### config.mk
export PLATFORM = sky130hd
export DESIGN_NAME = qspi_xfer_engine
export DESIGN_NICKNAME = d
export VERILOG_FILES = /design/src/rtl/qspi_xfer_engine.sv
export SDC_FILE = /design/constraint.sdc
export NUM_CORES = 1
export LEC_CHECK = 0
export ABC_AREA = 1
export CORE_UTILIZATION = 55
export CTS_BUF_LIST = sky130_fd_sc_hd__clkbuf_8
export CTS_CLUSTER_SIZE = 16
export DETAILED_ROUTE_END_ITERATION = 10
export PLACE_DENSITY_LB_ADDON = 0.15
export SKIP_CTS_REPAIR_TIMING = 1
export SLEW_MARGIN = 10
export SYNTH_ARGS = -nofsm -noshare
export SYNTH_HDL_FRONTEND = slang
export SYNTH_SLANG_ARGS = --single-unit
### constraint.sdc
create_clock -name clk_i -period 2.9 [get_ports clk_i]
set_input_delay 0.435 -clock clk_i [delete_from_list [all_inputs] [get_ports clk_i]]
set_output_delay 0.435 -clock clk_i [all_outputs]
set_load 0.02 [all_outputs]
### src/rtl/qspi_xfer_engine.sv
// rtl/qspi_xfer_engine.sv - QSPI mode-0 transfer engine: command, address, dummy and 1/2/4-lane data phases
module qspi_xfer_engine #(
  parameter int DIV_W = 8,
  parameter int LEN_W = 16
) (
  input  logic             clk_i,
  input  logic             rst_ni,
  input  logic             start_i,
  input  logic [7:0]       cmd_i,
  input  logic             addr_en_i,
  input  logic [23:0]      addr_i,
  input  logic [3:0]       dummy_i,
  input  logic [1:0]       mode_i,
  input  logic             dir_i,
  input  logic [LEN_W-1:0] nbytes_i,
  input  logic [DIV_W-1:0] clkdiv_i,
  input  logic [7:0]       tx_data_i,
  input  logic             tx_valid_i,
  output logic             tx_ready_o,
  output logic [7:0]       rx_data_o,
  output logic             rx_valid_o,
  output logic             busy_o,
  output logic             done_o,
  input  logic [3:0]       qspi_i,
  output logic [3:0]       qspi_o,
  output logic [3:0]       qspi_oe_o,
  output logic             qspi_csb_o,
  output logic             qspi_sclk_o
);

  typedef enum logic [2:0] {
    S_IDLE, S_CSSU, S_CMD, S_ADDR, S_DUMMY, S_DATA, S_CSH, S_DESEL
  } state_e;

  state_e state_q, state_d, after_addr, after_dummy;

  logic             addr_en_q, dir_q, sclk_q, have_byte_q, rx_valid_q, done_q;
  logic [3:0]       dummy_q;
  logic [1:0]       mode_q;
  logic [LEN_W-1:0] byte_cnt_q;
  logic [DIV_W-1:0] div_q, div_cnt_q;
  logic [4:0]       bit_cnt_q, last_idx, cyc_per_byte;
  logic [31:0]      sr_q;
  logic [7:0]       rx_sr_q, rx_next;
  logic [3:0]       lanes;
  logic             quad, dual, wr_stall, run, tick, clk_ph, rise, fall, last_cyc, hs;

  // Lane decode; the reserved mode falls back to single lane
  assign quad         = (mode_q == 2'd2);
  assign dual         = (mode_q == 2'd1);
  assign lanes        = quad ? 4'b1111 : (dual ? 4'b0011 : 4'b0001);
  assign cyc_per_byte = quad ? 5'd2 : (dual ? 5'd4 : 5'd8);

  // A write byte boundary without a byte in hand freezes the half-period counter
  assign wr_stall   = (state_q == S_DATA) && dir_q && !have_byte_q;
  assign run        = (state_q != S_IDLE) && !wr_stall;
  assign tick       = run && (div_cnt_q == div_q);
  assign clk_ph     = state_q inside {S_CMD, S_ADDR, S_DUMMY, S_DATA};
  assign rise       = tick && clk_ph && !sclk_q;
  assign fall       = tick && clk_ph && sclk_q;
  assign hs         = wr_stall && tx_valid_i;
  assign last_cyc   = (bit_cnt_q == last_idx);

  assign tx_ready_o  = hs;
  assign rx_data_o   = rx_sr_q;
  assign rx_valid_o  = rx_valid_q;
  assign done_o      = done_q;
  assign busy_o      = (state_q != S_IDLE);
  assign qspi_sclk_o = sclk_q;

  // Index of the final SCLK cycle of the current phase (or byte in DATA)
  always_comb begin
    last_idx = 5'd7;
    case (state_q)
      S_ADDR:  last_idx = 5'd23;
      S_DUMMY: last_idx = {1'b0, dummy_q} - 5'd1;
      S_DATA:  last_idx = cyc_per_byte - 5'd1;
      default: last_idx = 5'd7;
    endcase
  end

  // Read shift: single lane listens on IO1, dual on IO1:0, quad on IO3:0
  always_comb begin
    rx_next = {rx_sr_q[6:0], qspi_i[1]};
    if (quad)      rx_next = {rx_sr_q[3:0], qspi_i};
    else if (dual) rx_next = {rx_sr_q[5:0], qspi_i[1:0]};
  end

  // State register
  always_ff @(posedge clk_i or negedge rst_ni) begin
    if (!rst_ni) state_q <= S_IDLE;
    else         state_q <= state_d;
  end

  // Next-state and pad drive
  always_comb begin
    after_dummy = (byte_cnt_q != '0) ? S_DATA : S_CSH;
    after_addr  = (dummy_q != 4'd0) ? S_DUMMY : after_dummy;
    state_d     = state_q;
    qspi_o      = 4'b0000;
    qspi_oe_o   = 4'b0000;
    qspi_csb_o  = 1'b0;
    case (state_q)
      S_IDLE: begin
        qspi_csb_o = 1'b1;
        if (start_i && !done_q) state_d = S_CSSU;
      end
      S_CSSU: begin
        qspi_o    = {3'b000, sr_q[31]};
        qspi_oe_o = 4'b0001;
        if (tick) state_d = S_CMD;
      end
      S_CMD: begin
        qspi_o    = {3'b000, sr_q[31]};
        qspi_oe_o = 4'b0001;
        if (fall && last_cyc) state_d = addr_en_q ? S_ADDR : after_addr;
      end
      S_ADDR: begin
        qspi_o    = {3'b000, sr_q[31]};
        qspi_oe_o = 4'b0001;
        if (fall && last_cyc) state_d = after_addr;
      end
      S_DUMMY: begin
        if (fall && last_cyc) state_d = after_dummy;
      end
      S_DATA: begin
        if (dir_q) begin
          qspi_oe_o = lanes;
          qspi_o    = quad ? sr_q[31:28] : (dual ? {2'b00, sr_q[31:30]} : {3'b000, sr_q[31]});
        end
        if (fall && last_cyc && (byte_cnt_q == LEN_W'(1))) state_d = S_CSH;
      end
      S_CSH: begin
        if (tick) state_d = S_DESEL;
      end
      S_DESEL: begin
        qspi_csb_o = 1'b1;
        if (tick && bit_cnt_q[0]) state_d = S_IDLE;
      end
      default: state_d = S_IDLE;
    endcase
  end

  // Transaction latch, SCLK generation, shifting and byte handshakes
  always_ff @(posedge clk_i or negedge rst_ni) begin
    if (!rst_ni) begin
      addr_en_q   <= 1'b0;
      dir_q       <= 1'b0;
      sclk_q      <= 1'b0;
      have_byte_q <= 1'b0;
      rx_valid_q  <= 1'b0;
      done_q      <= 1'b0;
      dummy_q     <= '0;
      mode_q      <= '0;
      byte_cnt_q  <= '0;
      div_q       <= '0;
      div_cnt_q   <= '0;
      bit_cnt_q   <= '0;
      sr_q        <= '0;
      rx_sr_q     <= '0;
    end else begin
      done_q     <= 1'b0;
      rx_valid_q <= 1'b0;
      if (state_q == S_IDLE) begin
        if (start_i && !done_q) begin
          addr_en_q   <= addr_en_i;
          dummy_q     <= dummy_i;
          mode_q      <= mode_i;
          dir_q       <= dir_i;
          byte_cnt_q  <= nbytes_i;
          div_q       <= clkdiv_i;
          sr_q        <= {cmd_i, addr_i};
          div_cnt_q   <= '0;
          bit_cnt_q   <= '0;
          sclk_q      <= 1'b0;
          have_byte_q <= 1'b0;
          rx_sr_q     <= '0;
        end
      end else begin
        div_cnt_q <= (tick || !run) ? '0 : div_cnt_q + 1'b1;
        if (rise) begin
          sclk_q <= 1'b1;
          if (state_q == S_DATA && !dir_q) begin
            rx_sr_q <= rx_next;
            if (last_cyc) rx_valid_q <= 1'b1;
          end
        end
        if (fall) begin
          sclk_q    <= 1'b0;
          bit_cnt_q <= last_cyc ? 5'd0 : bit_cnt_q + 5'd1;
          if (state_q == S_DATA) begin
            sr_q <= quad ? (sr_q << 4) : (dual ? (sr_q << 2) : (sr_q << 1));
            if (last_cyc) begin
              have_byte_q <= 1'b0;
              byte_cnt_q  <= byte_cnt_q - LEN_W'(1);
            end
          end else begin
            sr_q <= sr_q << 1;
          end
        end
        if (hs) begin
          sr_q        <= {tx_data_i, 24'h000000};
          have_byte_q <= 1'b1;
        end
        if (state_q == S_DESEL && tick) begin
          bit_cnt_q <= bit_cnt_q + 5'd1;
          if (bit_cnt_q[0]) done_q <= 1'b1;
        end
      end
    end
  end

endmodule

==> summary.txt <==
run status -> completed
final-report setup violation count -> 0
Area Growth Syn to Fin -> 25.1%
max_cap viols -> 0
DR pass1 iterations -> 6
Worst Skew -> 0.0164 ns
Netlist Area Pre-Place -> 0.00597 sq mm
core box area -> 0.0104 sq mm
count leader, synth -> nand2_1
top_reg_cell synth -> dfrtp_1
via/cell ratio -> 5.69
#FFs+latches synth -> 92
DRT iter0 DRCs -> 601
worst reg-to-reg path cell count -> 16
R2R Path End -> byte_cnt_q[6]
FFs w/ async S/R, synth -> 100%
synth warn -> 0
WP data required -> 2.47 ns
Max Fclk -> 354 MHz
WS Path Type -> flop to output pin
Synth area leader -> dfrtp_1
arrival time at the worst endpoint -> 2.39 ns
Worst path slowest cell -> clkdlybuf4s50_1
dpl hpwl -> 11300 microns
PortBufs -> 101
Post-synth EDFFs -> 0
wirelength, routed -> 15800 microns
CTS Sinks -> 92
final clock period utilization by the worst path -> 97.4%
DRC viols -> 0
met3 routed WL -> 1010 microns
Met1 Wirelength -> 7010 microns
fin. max-slew vios -> 0
die footprint -> 0.0113 sq mm
fin crit period -> 2.82 ns
Worst Hold Class -> input port to asynchronous set/reset pin
critical-path cell list -> buf_4, nor3_4, clkinvlp_4, buf_4, nand2_1, clkdlybuf4s50_1
syn nets -> 927
clock root cell -> clkbuf_8
Worst-Skew Late Latency -> 0.39 ns
highest routed metal layer -> met4
pin count of the biggest net entering global routing -> 58
fin worst setup slack -> 0.0764 ns
CTS buffer count -> 9
placed cell area -> 0.00714 sq mm
Die Span X -> 106 microns
synthesized area per cell -> 7.14 sq um
vias in the first global route -> 5717
setup slack at placement -> 0.229 ns
post-synth cell types -> 47
worst slew pin tran -> 0.697 ns
first-pass GRT wire length -> 26600 microns
cell mode on critical path -> buf_4
share of cells above drive strength 1 -> 8.07%
CP Capture Type -> output pin
gpl congestion -> 0.865
critical path's largest stage delay -> 0.60 ns
top-area cell type share of the netlist area -> 38.6%
Worst setup SP type -> flop
DR WL met2 -> 7600 microns
Leak -> 3.57 nW
Overflow after GRT -> 0
Buf+Inv Stages, Crit Path -> 4
Layout Nets -> 1028
Critical R2R Launch -> mode_q[0]
register area share after synthesis -> 38.6%
Synth Instances -> 836
Peak VDD IR -> 0.000558 V
Avg WL per Cell -> 14.7 microns
initial antenna violation count -> 0
H-Tree Depth -> 3
I/O pin cnt -> 102
row count -> 37
Die Height -> 106 microns
reg2reg setup slack -> 0.26 ns
Hold Fails Final Rpt -> 0
Slew headroom -> 53.5%
All-Layer GR Usage -> 29.5%
Starting Density -> 57.3%
Reg clk slew, reported paths -> 0.11 ns
Commonest cells post-synth -> nand2_1 (264), dfrtp_1 (92), inv_1 (85)
ANT cells -> 0
clock tree buffer depth -> 2
delay-heaviest family, CP -> buffers and inverters
ranking of synthesized cells by area -> dfrtp_1 (39%), nand2_1 (17%), o21ai_0 (6.6%), inv_1 (5.3%), nand3_1 (4.9%)
vias -> 6129
final core occ -> 71.7%
power per cell area -> 966 mW/mm^2
Final ANT Viol Nets -> 0
CTS tree -> done
design area -> 0.00746 sq mm
Max FO, Critical Path -> 11
==> per-layer routing <==
metal	track usage [%]	vias to the layer above
li1	-	2976
met1	39.8	2891
met2	48.7	242
met3	6.07	20
met4	7.24	0
met5	0	-
==> cells in the final DEF, fill, tap and decap left out, types with 3 or more instances in the layout <==
master,instances
o311ai_0,6
xor2_1,13
a21oi_1,14
nor3_1,8
nand3_1,58
o21ai_0,79
buf_4,24
nand2_1,264
o21ai_1,3
nor2_2,4
clkdlybuf4s50_1,93
xnor2_1,3
o221ai_1,20
nand2_2,3
clkbuf_8,9
ha_1,11
dlymetal6s2s_1,7
a221oi_1,3
o22ai_1,14
nor4_1,3
dfrtp_1,90
nand4_1,11
nor2_1,65
nand3_2,3
inv_2,5
a31oi_1,5
inv_1,84
==> flip-flops by register name (all words and copies together), names as in the netlist <==
register and cells:
addr_en_q 1, mode_q 2, div_q 8, rx_data_o 8
div_cnt_q 8, bit_cnt_q 5, sr_q 32, qspi_sclk_o 1
rx_valid_o 1, dir_q 1, done_o 1, dummy_q 4
byte_cnt_q 16, state_q 3, have_byte_q 1
==> through the flow <==
step	power [mW]	TNS [ns]	cells	hold slack, ns
2_1_floorplan	4.96	0	836	0.139
3_3_place_gp	5.88	0	1056	0.462
3_5_place_dp	6.01	0	1056	0.475
4_1_cts	7.05	-0.964	1072	0.100
5_1_grt	7.83	-0.00177	1078	0.110
6_report	7.21	0	1078	0.0800
==> worst register-to-register path, delay by kind of cell, from the launching register on <==
| kind | cells | cell delay [ns] |
|---|---|---|
| compound gates | 1 | 0.16 |
| flops | 1 | 0.41 |
| fa+ha+maj | 2 | 0.54 |
| simple gates | 11 | 1.27 |
| buf+inv | 2 | 0.16 |
==> power by group <==
part	internal [mW]	switching (mW)
clock network	0.499	0.524
registers	1.76	0.495
logic	1.48	2.45
==> logic make-up (layout without fill, tap and decap cells) <==
| logic type | after synthesis | count (layout) | share of synthesized area, % |
|---|---|---|---|
| buf+inv | 128 | 234 | 8.93 |
| compound gates | 159 | 159 | 16.7 |
| flops | 92 | 92 | 38.6 |
| fa+ha+maj | 11 | 11 | 2.31 |
| simple gates | 429 | 429 | 31.0 |
| mux | 1 | 1 | 0.168 |
| xor+xnor | 16 | 16 | 2.35 |
==> final cells by class <==
class	count	area [sq um]
repair buffers	126	1240
clock buffers	9	124
multi-input cells	616	3170
flip-flops and latches	92	2300
fillers	865	2950
well taps	136	170
clock inverters	7	105
inverters	92	354
==> worst max-delay path by stage <==
| stage | start | to | slack, ns | cells past startpoint |
|---|---|---|---|---|
| final | state_q[2] | qspi_csb_o | 0.08 | 6 |
| after global routing | state_q[2] | qspi_csb_o | -0.002 | 6 |
| after CTS | state_q[1] | qspi_o[1] | -0.25 | 8 |
| after detailed placement | state_q[0] | sr_q[12] | 0.23 | 8 |
| after global placement | state_q[1] | qspi_o[1] | 0.31 | 8 |
| after floorplan | mode_q[0] | byte_cnt_q[8] | 0.55 | 17 |
No activity file was read; power rests on OpenSTA's default activity.
==> edit 1: new RTL, same settings <==
Change the parameter `LEN_W` from 16 to 32.
--- a/src/rtl/qspi_xfer_engine.sv
+++ b/src/rtl/qspi_xfer_engine.sv
@@ -2,5 +2,5 @@
 module qspi_xfer_engine #(
   parameter int DIV_W = 8,
-  parameter int LEN_W = 16
+  parameter int LEN_W = 32
 ) (
   input  logic             clk_i,
Ports: changed (resized nbytes_i); port bits go from 102 to 118. The function was not compared with the original's and may differ.
==> edit 1 against the unedited design <==
Total power is 14% higher. Setup slack better by 0.090 ns. Routed wire length is 20% higher. Count of clock-buffer cells in the layout is 1 higher. Area after synthesis is 19% higher. Fmax is 3.3% higher. Cell area is 17% higher. Sequential cell count is 16 higher. Largest power group unchanged.
==> edit 1: results (changes against the unedited design) <==
** Layout
- The number of cells in the finished layout apart from fillers was 1318 (was 1078).
- Final-stage net count :: 1248 (was 1028)
- Biggest regs :: byte_cnt_q: 32 flops, sr_q: 32 flops (was sr_q: 32 flops, byte_cnt_q: 16 flops)
- Layout cells sized above 1 :: 0.05672 (was 0.08068)

** Critical path
- Critical-path maximum fanout :: 8 (was 11)
- Reg-to-Reg End :: sr_q[0] (was byte_cnt_q[6])
- Delay contributed by the slowest stage of the critical path :: 0.65 ns (was 0.60 ns)
- Worst setup path startpoint :: mode_q[0] (was state_q[2])
- Launch point of the worst reg-to-reg path :: state_q[1] (was mode_q[0])
- The timing endpoint of the critical path was qspi_oe_o[2] (was qspi_csb_o).
- Depth of the most critical reg-to-reg path :: 11 (was 16)

** Global route
- Met2 routing resource usage after global routing :: 0.4958 (was 0.4870)
- The global router's overall resource usage was 0.3026 (was 0.2953).
- Via count of the first global-routing pass :: 6769 (was 5717)
- The first-pass GRT wire length was 31.66 mm (was 26.65 mm).
- The met1 usage in global routing is 0.4042 (was 0.3975).

** Logic synthesis
- Portion of the post-synthesis area used by sequential elements :: 0.3812 (was 0.3858)
- Leading post-synthesis cells by cell area: sky130_fd_sc_hd__dfrtp_1 38%, sky130_fd_sc_hd__nand2_1 19%, sky130_fd_sc_hd__nand3_1 5.7% (was sky130_fd_sc_hd__dfrtp_1 39%, sky130_fd_sc_hd__nand2_1 17%, sky130_fd_sc_hd__o21ai_0 6.6%).
- Mean instance size in the synthesized netlist :: 6.844 µm² (was 7.138 µm²)
- Unique masters post-synth :: 43 (was 47)

** Route
- Met2 wire length :: 8.905 mm (was 7.604 mm)
- Met1 wire length :: 8.412 mm (was 7.012 mm)
- The routed wire length per instance came to 14.39 µm (was 14.66 µm).
- The starting DRC count in detailed routing is 677 (was 601).
- The number of iterations in the first detailed-routing pass was 5 (was 6).
- The routed length on met3 was 1.367 mm (was 1.008 mm).

** Run status
- Status :: completed (unchanged)

** Place
- The minimum setup slack after placement is 0.2413 ns (was 0.2285 ns).
- The placed cell area came to 8434 µm² (was 7139 µm²).
- The placer congestion estimate was 0.9166 (was 0.8645).
- The final HPWL from detailed placement is 13.45 mm (was 11.33 mm).
- The count of input and output buffers came to 117 (was 101).

** Power
- The leakage power figure came to 4.217 nW (was 3.567 nW).
- Worst IR Drop VDD :: 0.4698 mV (was 0.5585 mV)
- Switching share of power :: 0.4861 (was 0.4811)
edit 1: changes by cell type after synthesis, sizes merged, moves of 5 or more:
cell / change
clkbuf: +5
or2: +5
o311ai: -6
a21oi: +11
nor3: +7
dfrtp: +16
inv: +5
nand2: +83
nor2: +27
and3: +5
nand3: +20
edit 1: cell families after synthesis:
family / Yosys count / synth area share
buffers and inverters: 141 / 0.08223
flip-flops: 108 / 0.3812
XOR/XNOR: 21 / 0.02594
multiplexers: 2 / 0.003000
AO/OA/AOI/OAI: 171 / 0.1433
adder cells (fa/ha/maj): 11 / 0.01941
AND/OR/NAND/NOR: 582 / 0.3450
edit 1: area by class of cell:
cell class | count | area (µm²)
clock inverter | 6 | 87.58
timing repair buffer | 139 | 1361
tap | 172 | 215.2
sequential | 108 | 2704
fill | 1136 | 3908
clock buffer | 10 | 137.6
inverter | 96 | 362.8
multi-input combinational | 787 | 3844
edit 1: power groups by stage:
| stage | clock network (mW) | logic (mW) | registers, mW |
|---|---|---|---|
| 3_5_place_dp | 0 | 4.39 | 2.70 |
| 3_3_place_gp | 0 | 4.31 | 2.68 |
| 5_1_grt | 1.13 | 5.13 | 2.77 |
| 4_1_cts | 1.07 | 4.43 | 2.67 |
| 2_1_floorplan | 0 | 3.37 | 2.52 |
| 6_report | 1.06 | 4.47 | 2.69 |
edit 1: worst min-delay path by stage:
stage | startpoint | endpoint | slack (ns) | cells past startpoint
after global placement | div_q[4] | div_q[4] | 0.48 | 2
after global routing | rst_ni | sr_q[16] | 0.14 | 1
after detailed placement | div_q[3] | div_q[3] | 0.48 | 2
final | rst_ni | sr_q[14] | 0.09 | 1
after floorplan | rst_ni | addr_en_q | 0.14 | 0
after CTS | rst_ni | sr_q[28] | 0.10 | 1
==> edit 2: new RTL, same flow settings <==
Made on the original files. Make the reset (`rst_ni`) synchronous in 2 clocked blocks.
--- a/src/rtl/qspi_xfer_engine.sv
+++ b/src/rtl/qspi_xfer_engine.sv
@@ -88,5 +88,5 @@
 
   // State register
-  always_ff @(posedge clk_i or negedge rst_ni) begin
+  always_ff @(posedge clk_i) begin
     if (!rst_ni) state_q <= S_IDLE;
     else         state_q <= state_d;
@@ -143,5 +143,5 @@
 
   // Transaction latch, SCLK generation, shifting and byte handshakes
-  always_ff @(posedge clk_i or negedge rst_ni) begin
+  always_ff @(posedge clk_i) begin
     if (!rst_ni) begin
       addr_en_q   <= 1'b0;
Formal check against the unedited RTL: differs if rst_ni is asserted again (counterexample within 4 cycles, from zero or initial values and one cycle with rst_ni low); with rst_ni held inactive, the same outputs for 10 cycles.
==> edit 2 against the unedited design <==
Largest cell class unchanged. Die area fell by 3.3%. Sequential cell count is the same. Synthesized cell count rose by 5.6%. Cell area is 5.0% lower. Area after synthesis fell by 3.3%. Clock power down 11%. Setup slack got worse by 0.0090 ns. Routed wire length is 5.4% higher. Highest routed layer unchanged. Global-route usage grew 2.2 points. Total power fell by 1.5%.
==> edit 2: results (changes against the unedited design) <==
** Layout
- The non-clock buffer count in the final layout was 118 (was 126).
- The layout inverter count without the clock tree is 90 (was 92).
- The number of multi-input logic gates is 652 (was 616).
- Share of the final layout cell area in sequential cells :: 0.2603 (was 0.3087)
- The area occupied by multi-input gates is 3388 µm² (was 3168 µm²).
- The layout filler cell count came to 908 (was 865).

** Critical path
- R2r setup slk :: 0.39 ns (was 0.26 ns)
- Launch point of the worst reg-to-reg path :: mode_q[0] (unchanged)
- The timing endpoint of the critical path is qspi_o[0] (was qspi_csb_o).
- Worst setup path startpoint :: state_q[2] (unchanged)

** Route
- The final routed wirelength across all metal layers came to 16.66 mm (was 15.80 mm).
- Detailed-route vias per instance :: 5.880 (was 5.686)
- The starting DRC count in detailed routing is 450 (was 601).

** Place
- Setup WS pre-CTS :: 0.2428 ns (was 0.2285 ns)
- Placed Area :: 6877 µm² (was 7139 µm²)
- Placed Cells :: 1088 (was 1056)

** Power
- The power per standard cell area is 1002 nW/µm² (was 965.7 nW/µm²).
- Worst IR Drop VDD :: 0.4946 mV (was 0.5585 mV)
- Share of power burned in combinational logic :: 0.594 (was 0.545)
- The power dissipated by switching net loads came to 3.591 mW (was 3.468 mW).
- The power consumed by sequential cells came to 1.98 mW (was 2.26 mW).

** Logic synthesis
- Post-Syn Instances :: 883 (was 836)
- Share of synthesized cell area in full adder, half adder and majority cells :: 0.02386 (was 0.02307)
- The compound-gate portion of the synthesized area came to 0.2603 (was 0.1667).
- The mean cell area of the mapped netlist was 6.532 µm² (was 7.138 µm²).
- Synth top cells by count :: 170 x sky130_fd_sc_hd__nand2_1, 107 x sky130_fd_sc_hd__nor2_1, 96 x sky130_fd_sc_hd__o21ai_0 (was 264 x sky130_fd_sc_hd__nand2_1, 92 x sky130_fd_sc_hd__dfrtp_1, 85 x sky130_fd_sc_hd__inv_1)
- The distinct cell type count after synthesis was 40 (was 47).

** Global route
- The number of global-route vias before repair was 6098 (was 5717).

** Timing
- Final setup skew :: 0.005792 ns (was 0.01644 ns)

** Run status
- Status: completed (unchanged).
## edit 2: cell types whose count changed in the layout (fill, tap and decap cells not counted), moves of 11 or more
cell / change
sky130_fd_sc_hd__dfxtp_1: +89
sky130_fd_sc_hd__a21oi_1: +53
sky130_fd_sc_hd__nor2_1: +41
sky130_fd_sc_hd__o211ai_1: +24
sky130_fd_sc_hd__o221ai_1: -14
sky130_fd_sc_hd__nand2_1: -94
sky130_fd_sc_hd__nand3_1: -15
sky130_fd_sc_hd__dfrtp_1: -90
sky130_fd_sc_hd__nand4_1: +11
sky130_fd_sc_hd__o21ai_0: +17
sky130_fd_sc_hd__a31oi_1: +19
sky130_fd_sc_hd__o22ai_1: -12
## edit 2: layer usage
layer	vias up	part of all wire	track usage
li1	3170	-	-
met1	3047	0.43	0.3998
met2	243	0.49	0.5303
met3	32	0.063	0.06892
met4	0	0.020	0.1112
met5	-	0	0
